File: src/rtl/hazard_pkg.sv
// Shared constants and types for the Tuse/Tnew hazard scoreboard.
//   REG_W / TNEW_W : default register-address and Tnew/Tuse field widths
//   TUSE_NONE      : Tuse code meaning "operand not read"
//   TNEW_*         : Tnew values of the common writer classes
//   entry_t        : one tracked writer {valid, dst, tnew} at default widths
package hazard_pkg;

    localparam int REG_W  = 5;
    localparam int TNEW_W = 3;

    localparam logic [TNEW_W-1:0] TUSE_NONE = 3'b111;
    localparam logic [TNEW_W-1:0] TNEW_ALU  = 3'd1;
    localparam logic [TNEW_W-1:0] TNEW_DM   = 3'd2;
    localparam logic [TNEW_W-1:0] TNEW_PC   = 3'd0;

    typedef struct packed {
        logic              valid;
        logic [REG_W-1:0]  dst;
        logic [TNEW_W-1:0] tnew;
    } entry_t;

endpackage

File: src/rtl/hazard_scoreboard_if.sv
// D-stage request / hazard-decision bundle of the scoreboard.
//   master : drives the D-stage instruction fields and pipeline controls
//   slave  : the scoreboard; returns stall, fwd_rs, fwd_rt, busy
interface hazard_scoreboard_if #(
    parameter int STAGES = 3,
    parameter int REG_W  = 5,
    parameter int TNEW_W = 3,
    parameter int FWD_W  = $clog2(STAGES + 1)
);

    logic              freeze;
    logic              flush_d;
    logic              d_valid;
    logic [REG_W-1:0]  d_rs;
    logic [REG_W-1:0]  d_rt;
    logic [TNEW_W-1:0] d_tuse_rs;
    logic [TNEW_W-1:0] d_tuse_rt;
    logic [REG_W-1:0]  d_dst;
    logic              d_we;
    logic [TNEW_W-1:0] d_tnew;
    logic              stall;
    logic [FWD_W-1:0]  fwd_rs;
    logic [FWD_W-1:0]  fwd_rt;
    logic              busy;

    modport master (
        output freeze, flush_d, d_valid, d_rs, d_rt, d_tuse_rs, d_tuse_rt,
               d_dst, d_we, d_tnew,
        input  stall, fwd_rs, fwd_rt, busy
    );

    modport slave (
        input  freeze, flush_d, d_valid, d_rs, d_rt, d_tuse_rs, d_tuse_rt,
               d_dst, d_we, d_tnew,
        output stall, fwd_rs, fwd_rt, busy
    );

endinterface

File: src/rtl/hazard_src_check.sv
// Per-operand hazard check against the tracked writer entries.
//   ent_valid/ent_dst/ent_tnew : entries, index 0 = entry 1 (youngest)
//   src, tuse                  : operand address and its Tuse
//   hazard                     : youngest matching writer is not ready in time
//   fwd                        : k when youngest match is entry k with tnew 0, else 0
module hazard_src_check
    import hazard_pkg::*;
#(
    parameter int STAGES = 3,
    parameter int REG_W  = hazard_pkg::REG_W,
    parameter int TNEW_W = hazard_pkg::TNEW_W,
    parameter int FWD_W  = $clog2(STAGES + 1)
) (
    input  logic [STAGES-1:0]             ent_valid,
    input  logic [STAGES-1:0][REG_W-1:0]  ent_dst,
    input  logic [STAGES-1:0][TNEW_W-1:0] ent_tnew,
    input  logic [REG_W-1:0]              src,
    input  logic [TNEW_W-1:0]             tuse,
    output logic                          hazard,
    output logic [FWD_W-1:0]              fwd
);

    localparam logic [TNEW_W-1:0] TUSE_NONE_S = {TNEW_W{1'b1}};

    logic [STAGES-1:0] match_s;
    logic              hit_s;
    logic [TNEW_W-1:0] hit_tnew_s;
    logic [FWD_W-1:0]  hit_idx_s;

    // Register 0 is hard-wired, so a writer of $0 never matches.
    for (genvar k = 0; k < STAGES; k++) begin : g_match
        assign match_s[k] = ent_valid[k] & (ent_dst[k] == src) & (src != {REG_W{1'b0}});
    end

    // Priority-encode the youngest match: scanning oldest to youngest, the last hit wins.
    always_comb begin
        hit_s      = 1'b0;
        hit_tnew_s = {TNEW_W{1'b0}};
        hit_idx_s  = {FWD_W{1'b0}};
        for (int k = STAGES - 1; k >= 0; k--) begin
            if (match_s[k]) begin
                hit_s      = 1'b1;
                hit_tnew_s = ent_tnew[k];
                hit_idx_s  = FWD_W'(k + 1);
            end else begin
                hit_s      = hit_s;
            end
        end
    end

    // Hazard and forward select from the youngest match only; older writers are shadowed.
    always_comb begin
        hazard = 1'b0;
        fwd    = {FWD_W{1'b0}};
        if (hit_s) begin
            hazard = (tuse != TUSE_NONE_S) && (hit_tnew_s > tuse);
            fwd    = (hit_tnew_s == {TNEW_W{1'b0}}) ? hit_idx_s : {FWD_W{1'b0}};
        end else begin
            hazard = 1'b0;
            fwd    = {FWD_W{1'b0}};
        end
    end

endmodule

File: src/rtl/hazard_scoreboard.sv
// Tuse/Tnew hazard scoreboard for the pipelined MIPS core.
//   clk, reset : rising-edge clock, asynchronous active-high reset
//   hif        : slave side of hazard_scoreboard_if
//                inputs  freeze, flush_d, d_valid, d_rs, d_rt, d_tuse_rs,
//                        d_tuse_rt, d_dst, d_we, d_tnew
//                outputs stall, fwd_rs, fwd_rt, busy (combinational)
// Entry 1 holds the writer in E; each edge shifts writers one stage older
// while counting their Tnew down to 0; the last entry retires.
module hazard_scoreboard
    import hazard_pkg::*;
#(
    parameter int STAGES = 3,
    parameter int REG_W  = hazard_pkg::REG_W,
    parameter int TNEW_W = hazard_pkg::TNEW_W
) (
    input  logic          clk,
    input  logic          reset,
    hazard_scoreboard_if.slave hif
);

    localparam int FWD_W = $clog2(STAGES + 1);

    typedef struct packed {
        logic              valid;
        logic [REG_W-1:0]  dst;
        logic [TNEW_W-1:0] tnew;
    } slot_t;

    localparam slot_t SLOT_EMPTY = '{valid: 1'b0, dst: {REG_W{1'b0}}, tnew: {TNEW_W{1'b0}}};

    function automatic logic [TNEW_W-1:0] sat_dec(input logic [TNEW_W-1:0] t);
        logic [TNEW_W-1:0] r;
        if (t == {TNEW_W{1'b0}}) begin
            r = {TNEW_W{1'b0}};
        end else begin
            r = t - TNEW_W'(1'b1);
        end
        return r;
    endfunction

    slot_t [STAGES-1:0]             ent_r;
    slot_t                          ins_s;
    logic  [STAGES-1:0]             ent_valid_s;
    logic  [STAGES-1:0][REG_W-1:0]  ent_dst_s;
    logic  [STAGES-1:0][TNEW_W-1:0] ent_tnew_s;
    logic                           haz_rs_s;
    logic                           haz_rt_s;
    logic  [FWD_W-1:0]              fwd_rs_s;
    logic  [FWD_W-1:0]              fwd_rt_s;
    logic                           stall_s;
    logic                           busy_s;

    for (genvar k = 0; k < STAGES; k++) begin : g_unpack
        assign ent_valid_s[k] = ent_r[k].valid;
        assign ent_dst_s[k]   = ent_r[k].dst;
        assign ent_tnew_s[k]  = ent_r[k].tnew;
    end

    hazard_src_check #(
        .STAGES (STAGES), .REG_W (REG_W), .TNEW_W (TNEW_W), .FWD_W (FWD_W)
    ) u_chk_rs (
        .ent_valid (ent_valid_s), .ent_dst (ent_dst_s), .ent_tnew (ent_tnew_s),
        .src (hif.d_rs), .tuse (hif.d_tuse_rs), .hazard (haz_rs_s), .fwd (fwd_rs_s)
    );

    hazard_src_check #(
        .STAGES (STAGES), .REG_W (REG_W), .TNEW_W (TNEW_W), .FWD_W (FWD_W)
    ) u_chk_rt (
        .ent_valid (ent_valid_s), .ent_dst (ent_dst_s), .ent_tnew (ent_tnew_s),
        .src (hif.d_rt), .tuse (hif.d_tuse_rt), .hazard (haz_rt_s), .fwd (fwd_rt_s)
    );

    // Stall decision; held low while reset is asserted so the pipe sees all-quiet outputs.
    always_comb begin
        stall_s = 1'b0;
        if (reset) begin
            stall_s = 1'b0;
        end else begin
            stall_s = hif.freeze |
                      (hif.d_valid & ~hif.flush_d & (haz_rs_s | haz_rt_s));
        end
    end

    // Entry 1 candidate: a real, unflushed, unstalled writer, else a bubble.
    always_comb begin
        ins_s = SLOT_EMPTY;
        if (hif.d_valid && hif.d_we && !hif.flush_d && !stall_s) begin
            ins_s = '{valid: 1'b1, dst: hif.d_dst, tnew: hif.d_tnew};
        end else begin
            ins_s = SLOT_EMPTY;
        end
    end

    // Any writer whose result is not yet in a pipeline register.
    always_comb begin
        busy_s = 1'b0;
        for (int k = 0; k < STAGES; k++) begin
            busy_s = busy_s | (ent_r[k].valid & (ent_r[k].tnew != {TNEW_W{1'b0}}));
        end
    end

    // Writer shift register; freeze holds every entry (it also dominates flush_d).
    always_ff @(posedge clk or posedge reset) begin
        if (reset) begin
            ent_r <= {STAGES{SLOT_EMPTY}};
        end else if (!hif.freeze) begin
            ent_r[0] <= ins_s;
            for (int k = 1; k < STAGES; k++) begin
                ent_r[k].valid <= ent_r[k-1].valid;
                ent_r[k].dst   <= ent_r[k-1].dst;
                ent_r[k].tnew  <= sat_dec(ent_r[k-1].tnew);
            end
        end
    end

    assign hif.stall  = stall_s;
    assign hif.fwd_rs = fwd_rs_s;
    assign hif.fwd_rt = fwd_rt_s;
    assign hif.busy   = busy_s;

endmodule

File: src/flat_wrapper.sv
// flat-port wrapper written by rule: the top's interface ports become plain ports
module hazard_scoreboard_flat import hazard_pkg::*;
#(
    parameter int STAGES = 3,
    parameter int REG_W  = hazard_pkg::REG_W,
    parameter int TNEW_W = hazard_pkg::TNEW_W
)
  (clk, reset, hif_freeze, hif_flush_d, hif_d_valid, hif_d_rs, hif_d_rt, hif_d_tuse_rs, hif_d_tuse_rt, hif_d_dst, hif_d_we, hif_d_tnew, hif_stall, hif_fwd_rs, hif_fwd_rt, hif_busy);
  hazard_scoreboard_if #(.STAGES(STAGES), .REG_W(REG_W), .TNEW_W(TNEW_W)) hif_i ();
  input  logic clk;
  input  logic reset;
  input wire logic [$bits(hif_i.freeze)-1:0] hif_freeze;
  input wire logic [$bits(hif_i.flush_d)-1:0] hif_flush_d;
  input wire logic [$bits(hif_i.d_valid)-1:0] hif_d_valid;
  input wire logic [$bits(hif_i.d_rs)-1:0] hif_d_rs;
  input wire logic [$bits(hif_i.d_rt)-1:0] hif_d_rt;
  input wire logic [$bits(hif_i.d_tuse_rs)-1:0] hif_d_tuse_rs;
  input wire logic [$bits(hif_i.d_tuse_rt)-1:0] hif_d_tuse_rt;
  input wire logic [$bits(hif_i.d_dst)-1:0] hif_d_dst;
  input wire logic [$bits(hif_i.d_we)-1:0] hif_d_we;
  input wire logic [$bits(hif_i.d_tnew)-1:0] hif_d_tnew;
  output wire logic [$bits(hif_i.stall)-1:0] hif_stall;
  output wire logic [$bits(hif_i.fwd_rs)-1:0] hif_fwd_rs;
  output wire logic [$bits(hif_i.fwd_rt)-1:0] hif_fwd_rt;
  output wire logic [$bits(hif_i.busy)-1:0] hif_busy;
  assign hif_i.freeze = hif_freeze;
  assign hif_i.flush_d = hif_flush_d;
  assign hif_i.d_valid = hif_d_valid;
  assign hif_i.d_rs = hif_d_rs;
  assign hif_i.d_rt = hif_d_rt;
  assign hif_i.d_tuse_rs = hif_d_tuse_rs;
  assign hif_i.d_tuse_rt = hif_d_tuse_rt;
  assign hif_i.d_dst = hif_d_dst;
  assign hif_i.d_we = hif_d_we;
  assign hif_i.d_tnew = hif_d_tnew;
  assign hif_stall = hif_i.stall;
  assign hif_fwd_rs = hif_i.fwd_rs;
  assign hif_fwd_rt = hif_i.fwd_rt;
  assign hif_busy = hif_i.busy;
  hazard_scoreboard #(.STAGES(STAGES), .REG_W(REG_W), .TNEW_W(TNEW_W)) u_core (.clk(clk), .reset(reset), .hif(hif_i));
endmodule
File: config.mk
export PLATFORM = sky130hd
export DESIGN_NAME = hazard_scoreboard_flat
export DESIGN_NICKNAME = d
export VERILOG_FILES = /design/src/rtl/hazard_pkg.sv /design/src/rtl/hazard_scoreboard_if.sv /design/src/rtl/hazard_src_check.sv /design/src/rtl/hazard_scoreboard.sv /design/src/flat_wrapper.sv
export SDC_FILE = /design/constraint.sdc
export NUM_CORES = 1
export LEC_CHECK = 0
export CORE_UTILIZATION = 50
export CTS_BUF_LIST = sky130_fd_sc_hd__clkbuf_2 sky130_fd_sc_hd__clkbuf_4 sky130_fd_sc_hd__clkbuf_8
export DETAILED_ROUTE_END_ITERATION = 16
export MAX_ROUTING_LAYER = met4
export PLACE_DENSITY = 0.86
export SLEW_MARGIN = 5
export SYNTH_ARGS = -nofsm -noshare
export SYNTH_HDL_FRONTEND = slang
export SYNTH_HIERARCHICAL = 1
export SYNTH_SLANG_ARGS = --single-unit
export TNS_END_PERCENT = 50
File: constraint.sdc
create_clock -name clk -period 4.2 [get_ports clk]
set_input_delay 0.63 -clock clk [delete_from_list [all_inputs] [get_ports clk]]
set_output_delay 0.63 -clock clk [all_outputs]
set_load 0.1 [all_outputs]
==> tab_implementation.tex <==
\begin{tabular}{lr}
\hline
Metric & Value \\
\hline
\multicolumn{2}{l}{\textbf{Clocking}} \\
TritonCTS clock tree & done \\
Total number of H-tree levels & 1 \\
Clock root buffer master & sky130\_fd\_sc\_hd\_\_clkbuf\_8 \\
Clk pin slew, worst setup/hold paths & $\sim$0.09 ns \\
Source-to-sink clock delay at the later pin of the worst-skew pair & 0.27 ns \\
Maximum root-to-sink buffer count & 2 \\
Number of CTS-inserted buffers & 3 \\
TritonCTS Sinks & 27 \\
\multicolumn{2}{l}{\textbf{Timing}} \\
Worst-case clock skew & 0.00567 ns \\
Slew @ Worst Pin & approximately 0.97 ns \\
Pins over their slew limit & 0 \\
Normalized max-slew margin & 35.4\% \\
Count of endpoints failing setup in the final report & 0 \\
Final number of hold-violating endpoints & 0 \\
Final worst slack & 0.0755 ns \\
Final TNS setup & 0 ns \\
Min Tclk post-route & 4.12 ns \\
Achievable frequency & 242 MHz \\
Final critical-path share of the clock period & a little over nine tenths \\
\multicolumn{2}{l}{\textbf{GRT}} \\
GRT Resource Usage Total & 26.2\% \\
Largest net degree at the start of global routing & 28 \\
Vias in the first global route & 1731 \\
Antenna violations before repair & 0 \\
First-pass GRT wire length & 8000 um \\
Total congestion overflow after global routing & 0 \\
\multicolumn{2}{l}{\textbf{Route}} \\
Initial detailed-routing violation count & 72 \\
Post-route ant nets & 0 \\
Detailed-route DRC error count & 0 \\
Routed via count & 1726 \\
Detailed Route WL & 4920 um \\
Drt first pass iters & 4 \\
Post-detailed-route wirelength per cell & between 15 and 20 um \\
Ratio of routed vias to standard cells & approximately 5.5 \\
\multicolumn{2}{l}{\textbf{Layout}} \\
Number of nets in the layout & 304 \\
Layout-stage area growth over the synthesis result & 40.8\% \\
Area occupied by registers & 676 um2 \\
Area of combinational cells with multiple inputs & 1260 um2 \\
Layout filler cell count & 265 \\
Proportion of layout cells with a drive suffix above 1 & around a third \\
Design Area, Final & 2750 um2 \\
Number of antenna diodes & 0 \\
\multicolumn{2}{l}{\textbf{Die}} \\
Width of the die & 64.5 um \\
Placement Rows & 22 \\
Starting density of the core & between 50 and 60\% \\
Number of top-level pins & 36 \\
Area of the die & between 4000 and 5000 um2 \\
Die height & roughly 64 um \\
Core area & 3690 um2 \\
\multicolumn{2}{l}{\textbf{Synthesis}} \\
Synth warnings & 6 \\
Register area share after synthesis & 34.6\% \\
Mapped Nets & 235 \\
Synthesized instance count & 195 \\
Post-synthesis sequential element count & 27 \\
Total standard cell area after synthesis & 1950 um2 \\
Per-instance average area after synthesis & 10.0 um2 \\
Number of distinct standard cells referenced by the synthesized netlist & 35 \\
\multicolumn{2}{l}{\textbf{Place}} \\
Post-Place Worst Slack & -0.335 ns \\
Placed instance area & 2600 um2 \\
HPWL after DPL & 3740 um \\
Buffers on Ports & 35 \\
Weighted congestion at the end of routability-driven global placement & around 0.93 \\
\multicolumn{2}{l}{\textbf{Setup path}} \\
Sort of element at the end of the critical path & output pin \\
CP startpoint kind & primary input \\
FF-to-FF Start & u\_core/ent\_dst\_s[9]\$\_DFFE\_PP0N\_ \\
WS Path Type & in2out \\
Required time of the worst setup path & 3.57 ns \\
Launching element of the worst setup path & hif\_d\_rs[1] \\
Endpoint arrival time on the critical path & approximately 3.5 ns \\
Maximum fanout along the worst path & 3 \\
\multicolumn{2}{l}{\textbf{Power}} \\
Power per cell area & 214 nW/um2 \\
Worst IR drop on VDD & 0.179 mV \\
Leakage power & 1.26 nW \\
\multicolumn{2}{l}{\textbf{Outcome}} \\
Outcome & complete, no violations \\
\multicolumn{2}{l}{\textbf{Worst hold path}} \\
Beginning of the worst hold path & u\_core/ent\_r[17]\$\_DFFE\_PP0N\_ \\
Hold WC Path Type & reg2reg \\
\multicolumn{2}{l}{\textbf{Job}} \\
Max\_cap viols & 0 \\
\hline
\end{tabular}
==> logic make-up after synthesis <==
family,count (synthesis),share of synthesized area [%]
AO/OA/AOI/OAI,39,14.8
XOR/XNOR,30,13.5
adder cells (fa/ha/maj),10,6.41
buffers and inverters,18,5.07
flip-flops,27,34.6
multiplexers,12,6.93
AND/OR/NAND/NOR,59,18.7
==> sequential cells by signal, indices dropped and copies added (netlist names) <==
register / count
u_core/ent_dst_s: 15
u_core/ent_r: 12
==> routing by layer <==
metal  wire length (um)  part of all wire [%]  vias up  track usage [%]
met5                  0                     0        -                -
met4                108                   2.2        0             8.89
met3                184                   3.7       11             2.29
met2               2560                    52       51             45.7
met1               2070                    42      827             31.9
li1                   -                     -      837                -
==> cell usage in the layout (no fill, tap or decap), types with 4 or more instances in the layout <==
| cell type | Yosys | final |
|---|---|---|
| sky130_fd_sc_hd__clkdlybuf4s50_1 | 0 | 20 |
| sky130_fd_sc_hd__o21ai_0 | 6 | 6 |
| sky130_fd_sc_hd__nand4_1 | 4 | 4 |
| sky130_fd_sc_hd__nor2_1 | 13 | 12 |
| sky130_fd_sc_hd__o31ai_1 | 5 | 5 |
| sky130_fd_sc_hd__buf_12 | 0 | 5 |
| sky130_fd_sc_hd__inv_1 | 11 | 11 |
| sky130_fd_sc_hd__buf_6 | 4 | 4 |
| sky130_fd_sc_hd__o211ai_1 | 4 | 4 |
| sky130_fd_sc_hd__nand3b_1 | 6 | 6 |
| sky130_fd_sc_hd__mux2_2 | 12 | 12 |
| sky130_fd_sc_hd__a22o_1 | 8 | 8 |
| sky130_fd_sc_hd__xor2_1 | 16 | 16 |
| sky130_fd_sc_hd__nand2_1 | 12 | 12 |
| sky130_fd_sc_hd__ha_1 | 10 | 9 |
| sky130_fd_sc_hd__nand3_1 | 4 | 4 |
| sky130_fd_sc_hd__buf_4 | 0 | 34 |
| sky130_fd_sc_hd__o21a_1 | 4 | 4 |
| sky130_fd_sc_hd__dfrtp_1 | 27 | 27 |
| sky130_fd_sc_hd__xnor2_1 | 14 | 14 |
==> area by class of cell <==
cell class / instances / share of cell area [%]
Tap cell: 48 / 2.19
Multi-Input combinational cell: 150 / 45.9
Timing Repair Buffer: 71 / 24.1
Sequential cell: 27 / 24.6
Clock buffer: 4 / 1.78
Inverter: 11 / 1.50
==> synth_stat cells <==
cell type                  count  area (um2)
sky130_fd_sc_hd__a21o_1        1        7.51
sky130_fd_sc_hd__a21oi_1       4        20.0
sky130_fd_sc_hd__a22o_1        8        70.1
sky130_fd_sc_hd__a31o_1        2        17.5
sky130_fd_sc_hd__a31oi_1       2        12.5
sky130_fd_sc_hd__a31oi_2       2        25.0
sky130_fd_sc_hd__and2_1        2        12.5
sky130_fd_sc_hd__and4_4        2        22.5
sky130_fd_sc_hd__buf_2         1        5.00
sky130_fd_sc_hd__buf_6         4        45.0
sky130_fd_sc_hd__clkbuf_1      2        7.51
sky130_fd_sc_hd__dfrtp_1      27         676
sky130_fd_sc_hd__ha_1         10         125
sky130_fd_sc_hd__inv_1        11        41.3
sky130_fd_sc_hd__mux2_2       12         135
sky130_fd_sc_hd__nand2_1      12        45.0
sky130_fd_sc_hd__nand3_1       4        20.0
sky130_fd_sc_hd__nand3b_1      6        45.0
sky130_fd_sc_hd__nand4_1       4        25.0
sky130_fd_sc_hd__nor2_1       13        48.8
sky130_fd_sc_hd__nor2b_1       2        12.5
sky130_fd_sc_hd__nor3b_1       1        7.51
sky130_fd_sc_hd__nor4_1        4        25.0
sky130_fd_sc_hd__nor4b_2       2        30.0
sky130_fd_sc_hd__nor4bb_1      1        10.0
sky130_fd_sc_hd__nor4bb_2      2        32.5
sky130_fd_sc_hd__o211ai_1      4        30.0
sky130_fd_sc_hd__o21a_1        4        30.0
sky130_fd_sc_hd__o21ai_0       6        30.0
sky130_fd_sc_hd__o221ai_1      1        8.76
sky130_fd_sc_hd__o31ai_1       5        37.5
sky130_fd_sc_hd__or2_1         2        12.5
sky130_fd_sc_hd__or4_1         2        15.0
sky130_fd_sc_hd__xnor2_1      14         123
sky130_fd_sc_hd__xor2_1       16         140
==> through the flow <==
stage	hold slack [ns]	instances	utilization, %	total power [mW]
after floorplan	0.496	195	-	0.365
after global placement	0.530	301	70.4	0.428
after detailed placement	0.549	301	70.4	0.433
after CTS	0.570	310	73.1	0.587
after global routing	0.610	311	74.5	0.611
final	0.562	311	74.5	0.587
==> repair_timing <==
item | CTS | global route
pin swaps | 19 | 18
gates resized for setup | 34 | 14
hold buffers | 0 | 0
setup buffers | 5 | 1
setup endpoints to repair | 1 | 1
==> worst paths after layout <==
kind,end,slack [ns],depth (start not counted)
max in group asynchronous,u_core/ent_r[11]$_DFFE_PP0N_,3.18,3
max reg2reg,u_core/ent_dst_s[0]$_DFFE_PP0N_,0.88,16
max,hif_stall,0.08,15
min,u_core/ent_r[17]$_DFFE_PP0N_,0.56,2
min reg2reg,u_core/ent_r[17]$_DFFE_PP0N_,0.56,2
min in group asynchronous,u_core/ent_dst_s[3]$_DFFE_PP0N_,0.77,3
==> where the power goes <==
| part | switching, mW | internal (mW) | total (mW) |
|---|---|---|---|
| clock | 0.0801 | 0.0745 | 0.155 |
| combinational | 0.0673 | 0.0720 | 0.139 |
| sequential | 0.0200 | 0.273 | 0.293 |
==> worst max-delay path: stages <==
cell and delay, ns:
sky130_fd_sc_hd__clkbuf_2 0.09, sky130_fd_sc_hd__or4_4 0.53, sky130_fd_sc_hd__or2_4 0.26, sky130_fd_sc_hd__and4_4 0.19, sky130_fd_sc_hd__nand3b_1 0.17, sky130_fd_sc_hd__a31oi_2 0.21
sky130_fd_sc_hd__ha_1 0.27, sky130_fd_sc_hd__nor2b_1 0.14, sky130_fd_sc_hd__o21a_1 0.16, sky130_fd_sc_hd__o211ai_1 0.20, sky130_fd_sc_hd__a21oi_2 0.07, sky130_fd_sc_hd__nor2_4 0.14
sky130_fd_sc_hd__nor3b_2 0.06, sky130_fd_sc_hd__o21a_1 0.20, sky130_fd_sc_hd__buf_12 0.17
Power figures use the tool's default switching activity.
